File: src/rtl/rv32_mc_control.sv
// rv32_mc_control
//   Multi-cycle control sequencer for an RV32I core. Each instruction steps
//   through FETCH -> DECODE -> EXEC -> (MEM) -> (WB) over a shared
//   single-port memory. The block drives the PC/IR/register-file enables,
//   the ALU operand-B select, the write-back select and the memory port.
//   SYSTEM and illegal opcodes park the sequencer in HALT until reset.
//
// Ports
//   clk, rst       core clock (rising edge), asynchronous active-high reset
//   opcode         IR[6:0], valid from DECODE onward (latched at DECODE)
//   branch_taken   branch comparator result, used in EXEC only
//   mem_ready      memory completes the current access this cycle
//   mem_req/mem_we/mem_addr_sel   memory request, write strobe, addr source
//   ir_write, pc_write, pc_src    IR load, PC load, next-PC source
//   alu_b_imm      ALU operand B: 1 = immediate, 0 = rs2
//   reg_write, wb_sel             register file write enable / source
//   state, halted, instret        debug state, halt flag, retired count
module rv32_mc_control (
  input  logic        clk,
  input  logic        rst,
  input  logic [6:0]  opcode,
  input  logic        branch_taken,
  input  logic        mem_ready,
  output logic        mem_req,
  output logic        mem_we,
  output logic        mem_addr_sel,
  output logic        ir_write,
  output logic        pc_write,
  output logic [1:0]  pc_src,
  output logic        alu_b_imm,
  output logic        reg_write,
  output logic [1:0]  wb_sel,
  output logic [2:0]  state,
  output logic        halted,
  output logic [31:0] instret
);

  typedef enum logic [2:0] {
    ST_FETCH  = 3'd0,
    ST_DECODE = 3'd1,
    ST_EXEC   = 3'd2,
    ST_MEM    = 3'd3,
    ST_WB     = 3'd4,
    ST_HALT   = 3'd5
  } state_e;

  typedef enum logic [3:0] {
    CL_LUI, CL_AUIPC, CL_JAL, CL_JALR, CL_BRANCH, CL_LOAD,
    CL_STORE, CL_OPIMM, CL_OP, CL_FENCE, CL_SYSTEM, CL_ILLEGAL
  } class_e;

  function automatic class_e classify(input logic [6:0] op);
    case (op)
      7'b0110111: classify = CL_LUI;
      7'b0010111: classify = CL_AUIPC;
      7'b1101111: classify = CL_JAL;
      7'b1100111: classify = CL_JALR;
      7'b1100011: classify = CL_BRANCH;
      7'b0000011: classify = CL_LOAD;
      7'b0100011: classify = CL_STORE;
      7'b0010011: classify = CL_OPIMM;
      7'b0110011: classify = CL_OP;
      7'b0001111: classify = CL_FENCE;
      7'b1110011: classify = CL_SYSTEM;
      default:    classify = CL_ILLEGAL;
    endcase
  endfunction

  state_e      state_q, state_d;
  logic [6:0]  opc_q, opc_d;
  logic [31:0] instret_q, instret_d;
  logic        retire;
  class_e      cls_in, cls_q;

  // DECODE classifies the live IR bits; later states use only the latched copy.
  assign cls_in = classify(opcode);
  assign cls_q  = classify(opc_q);

  always_ff @(posedge clk or posedge rst) begin
    if (rst) begin
      state_q   <= ST_FETCH;
      opc_q     <= '0;
      instret_q <= '0;
    end else begin
      state_q   <= state_d;
      opc_q     <= opc_d;
      instret_q <= instret_d;
    end
  end

  always_comb begin
    state_d      = state_q;
    opc_d        = opc_q;
    retire       = 1'b0;
    mem_req      = 1'b0;
    mem_we       = 1'b0;
    mem_addr_sel = 1'b0;
    ir_write     = 1'b0;
    pc_write     = 1'b0;
    pc_src       = 2'd0;
    alu_b_imm    = 1'b0;
    reg_write    = 1'b0;
    wb_sel       = 2'd0;
    halted       = 1'b0;

    case (state_q)
      ST_FETCH: begin
        mem_req = 1'b1;
        if (mem_ready) begin
          ir_write = 1'b1;
          state_d  = ST_DECODE;
        end
      end

      ST_DECODE: begin
        opc_d = opcode;
        if (cls_in == CL_SYSTEM || cls_in == CL_ILLEGAL) state_d = ST_HALT;
        else                                             state_d = ST_EXEC;
      end

      ST_EXEC: begin
        alu_b_imm = !(cls_q == CL_OP || cls_q == CL_BRANCH);
        case (cls_q)
          CL_BRANCH: begin
            pc_write = 1'b1;
            pc_src   = branch_taken ? 2'd1 : 2'd0;
            retire   = 1'b1;
            state_d  = ST_FETCH;
          end
          CL_FENCE: begin
            pc_write = 1'b1;
            retire   = 1'b1;
            state_d  = ST_FETCH;
          end
          CL_LOAD, CL_STORE: state_d = ST_MEM;
          default:           state_d = ST_WB;
        endcase
      end

      ST_MEM: begin
        mem_req      = 1'b1;
        mem_addr_sel = 1'b1;
        alu_b_imm    = 1'b1;
        mem_we       = (cls_q == CL_STORE);
        if (mem_ready) begin
          if (cls_q == CL_STORE) begin
            pc_write = 1'b1;
            retire   = 1'b1;
            state_d  = ST_FETCH;
          end else begin
            state_d  = ST_WB;
          end
        end
      end

      ST_WB: begin
        reg_write = 1'b1;
        pc_write  = 1'b1;
        retire    = 1'b1;
        state_d   = ST_FETCH;
        case (cls_q)
          CL_LOAD: wb_sel = 2'd1;
          CL_JAL: begin
            wb_sel = 2'd2;
            pc_src = 2'd1;
          end
          CL_JALR: begin
            wb_sel = 2'd2;
            pc_src = 2'd2;
          end
          CL_LUI:  wb_sel = 2'd3;
          default: wb_sel = 2'd0;
        endcase
      end

      ST_HALT: begin
        halted  = 1'b1;
        state_d = ST_HALT;
      end

      default: state_d = ST_FETCH;
    endcase

    instret_d = retire ? instret_q + 32'd1 : instret_q;
  end

  assign state   = state_q;
  assign instret = instret_q;

endmodule

File: config.mk
export PLATFORM = sky130hd
export DESIGN_NAME = rv32_mc_control
export DESIGN_NICKNAME = d
export VERILOG_FILES = /design/src/rtl/rv32_mc_control.sv
export SDC_FILE = /design/constraint.sdc
export NUM_CORES = 1
export LEC_CHECK = 0
export CORE_MARGIN = 5
export CORE_UTILIZATION = 42
export DETAILED_ROUTE_END_ITERATION = 6
export PLACE_DENSITY = 0.75
export SLEW_MARGIN = 5
export SYNTH_ARGS = -nofsm -noshare
export SYNTH_HDL_FRONTEND = slang
export SYNTH_SLANG_ARGS = --single-unit
File: constraint.sdc
create_clock -name clk -period 2 [get_ports clk]
set_input_delay 0.2 -clock clk [delete_from_list [all_inputs] [get_ports clk]]
set_output_delay 0.2 -clock clk [all_outputs]
set_load 0.1 [all_outputs]
==> flow_metrics.tcl <==
set metrics [dict create \
    synth_cell_types 48 \
    powerDensity_nw_per_um2 1222 \
    slew_viol_final 0 \
    relSlewSlack 0.6359 \
    viasPerCell 5.389 \
    path_clk_slew_ps 80 \
    syn-cell-area_um2 2371 \
    route.detailed.wl_per_inst_um 16.28 \
    clock_latency_ps 300 \
    wirelength_um 6155 \
    clock-sinks 42 \
    drive_above_1_share 0.5654 \
    area_growth_pct 57.68 \
    ctsHoldBuffers 0 \
    grt_max_degree 43 \
    max_clock_freq_mhz 465.2 \
    cp-end-kind "primary output" \
    yosysTopAreaCellShare 0.4433 \
    dieArea_um2 7248 \
    drt_pass1_iterations 4 \
    drt-initial-drc-count 88 \
    synth_edf_count 0 \
    setup_viol 15 \
    fin_nets 317 \
    synth_flop_cell "dfrtp_1" \
    die_w_um 85.14 \
    status "finished with violations" \
    rrSetupSlack_ps -70 \
    grt_pass1_wl_um 9818 \
    hpwlAfterDp_um 4167 \
    postSynth.asyncResetShare 1.000 \
    min_path_type "input pin to async pin" \
    worstSetupPathType "flip-flop to primary output" \
    ir_drop_uv 1268 \
    rsz0062_at_grt "yes" \
    coreArea_um2 5507 \
    p_leak_nw 1.525 \
    fin_skew_ps 8.653 \
    critical_path_peak_fanout 2 \
    cts.htree.levels 2 \
    ys_seq_elements 42 \
    crit_arrival_ps 1950 \
    slowest_delay_ps 430 \
    dpl.cell_count 355 \
    synthTopCellsByArea "dfrtp_1 44%, xnor2_1 10%, mux2_2 3.8%, nand4_1 3.2%, nand2_1 2.8%" \
    reg2reg_depth 9 \
    syn_nets 232 \
    row_count 27 \
    maxCapViolations 0 \
    port_buffers 57 \
    cts_tree "done" \
    cp-start-kind "flip-flop" \
    yosysTopAreaCell "dfrtp_1" \
    hold_violations 0 \
    synthTopCellsByCount "42 x dfrtp_1, 28 x xnor2_1, 18 x nand2_1, 12 x nand3_1, 12 x nand4_1" \
    worstPathRequired_ps 1800 \
    initial_utilization 0.4306 \
    postRouteAntennaNets 0 \
    synth_seq_area_share 0.4433 \
    drt_drc_violations_left 0 \
    r2r-start "opc_q[2]" \
    min_period_over_period 1.075 \
    io_pins 58 \
    syn-instance-count 220 \
    slowest_stage "or4_4" \
    overflow 0 \
    rr_endpoint "instret[27]" \
    startpoint "opc_q[2]" \
    yosysWarnings 0 \
    finalWorstSetupSlack_ps -149.4 \
    yosysMostFrequentCell "dfrtp_1" \
    clockBufferDepth 2 \
    period_minus_slack_ps 2149 \
    grt_antenna_before_repair 0 \
    via_count 2037 \
    final_cell_count_no_fill 378 \
    whs_ps 339.7 \
    postSynthAreaPerCell_um2 10.78 \
    globalplace.congestion 0.7773 \
    numCtsBuffers 5 \
    crit_chain "or2_4 -> or4_4 -> a2111oi_4 -> buf_12" \
    root_buffer "clkbuf_8" \
    grt_pass1_vias 1985 \
    violations "negative setup slack" \
    worstMarginPinSlew_ps 546.2 \
    grt_use_total 0.1662 \
    diodes 0 \
    die_h_um 85.14 \
    final_util 0.6789 \
]
[state kept, by name, indices dropped and copies added (netlist names)]
name,flops
instret,32
opc_q,7
state,3
[power by group]
part	total [mW]	leakage, nW	switching (mW)	internal [mW]
clock network	0.547	0.0452	0.301	0.247
registers	1.30	0.509	0.261	1.04
logic	2.72	0.971	1.69	1.02
total	4.57	1.52	2.26	2.31
[cell families (layout without fill, tap and decap cells)]
logic type,after synthesis,after routing,synth area share
xor gates and xnor gates,31,31,0.1177
and+or+nand+nor,105,105,0.2902
buffers and inverters,14,100,0.03641
muxes,9,9,0.04222
AOI/OAI and AO/OA,18,18,0.06491
DFF,42,42,0.4433
adders and majority gates,1,1,0.005276
[metal layers]
layer  global-route usage  wire length, um  up-vias
met5                    0                0        -
met4              0.05612               88        0
met3              0.03010              243        8
met2               0.2662             3105       45
met1               0.2264             2717     1017
li1                     -                -      967
[cells in the final DEF (no fill, tap or decap), types with 3 or more instances in the layout]
cell type         n
buf_4            58
xnor2_1          23
nand2_1          15
dfrtp_2          15
dfrtp_1          14
buf_12           14
dfrtp_4          13
nand4_1          12
clkdlybuf4s50_1  10
and3_1            9
mux2_2            8
nor2_1            7
nand3_4           7
nand3_1           7
xnor2_2           6
buf_6             6
clkbuf_8          5
and4_1            4
o21ai_0           4
nor2b_1           3
nand2b_1          3
nand3b_1          3
a21oi_1           3
nand3_2           3
[worst max-delay path by stage]
| stage | end | slack, ps | depth (start not counted) |
|---|---|---|---|
| after floorplan | pc_src[0] | -680 | 4 |
| after global placement | pc_src[0] | 80 | 5 |
| after detailed placement | state[1] | 40 | 6 |
| after CTS | pc_src[0] | -210 | 4 |
| after global routing | pc_src[0] | -220 | 4 |
| final | pc_src[0] | -150 | 4 |
[area by class of cell]
| class | instances | area, um^2 |
|---|---|---|
| Clock inverter | 2 | 13.76 |
| Tap cell | 72 | 90.09 |
| Inverter | 2 | 7.507 |
| Multi-Input combinational cell | 164 | 1513 |
| Clock buffer | 6 | 72.57 |
| Timing Repair Buffer | 90 | 923.4 |
| Fill cell | 403 | 1768 |
| Sequential cell | 42 | 1119 |
[through the flow]
stage	instance area, um^2	setup TNS [ps]	power (mW)	setup WS, ps
2_1_floorplan	2599	-2303	3.077	-680.1
3_3_place_gp	3346	0	3.665	80.41
3_5_place_dp	3346	0	3.695	36.26
4_1_cts	3537	-324.0	4.400	-211.2
5_1_grt	3739	-2628	4.791	-215.3
6_report	3739	-739.5	4.568	-149.4
[critical path, delay by kind of cell, from the launching register on]
kind	cells	cell delay (ps)
compound gates	1	360
buf+inv	1	220
flops	1	380
simple gates	2	690
[timing repair]
item | 4_1_cts | 5_1_grt
setup endpoints to repair | 6 | 24
setup buffers | 11 | 6
resized for setup | 8 | 28
cloned | 0 | 1
pin swaps | 9 | 20
(Power assumes the default switching activity.)
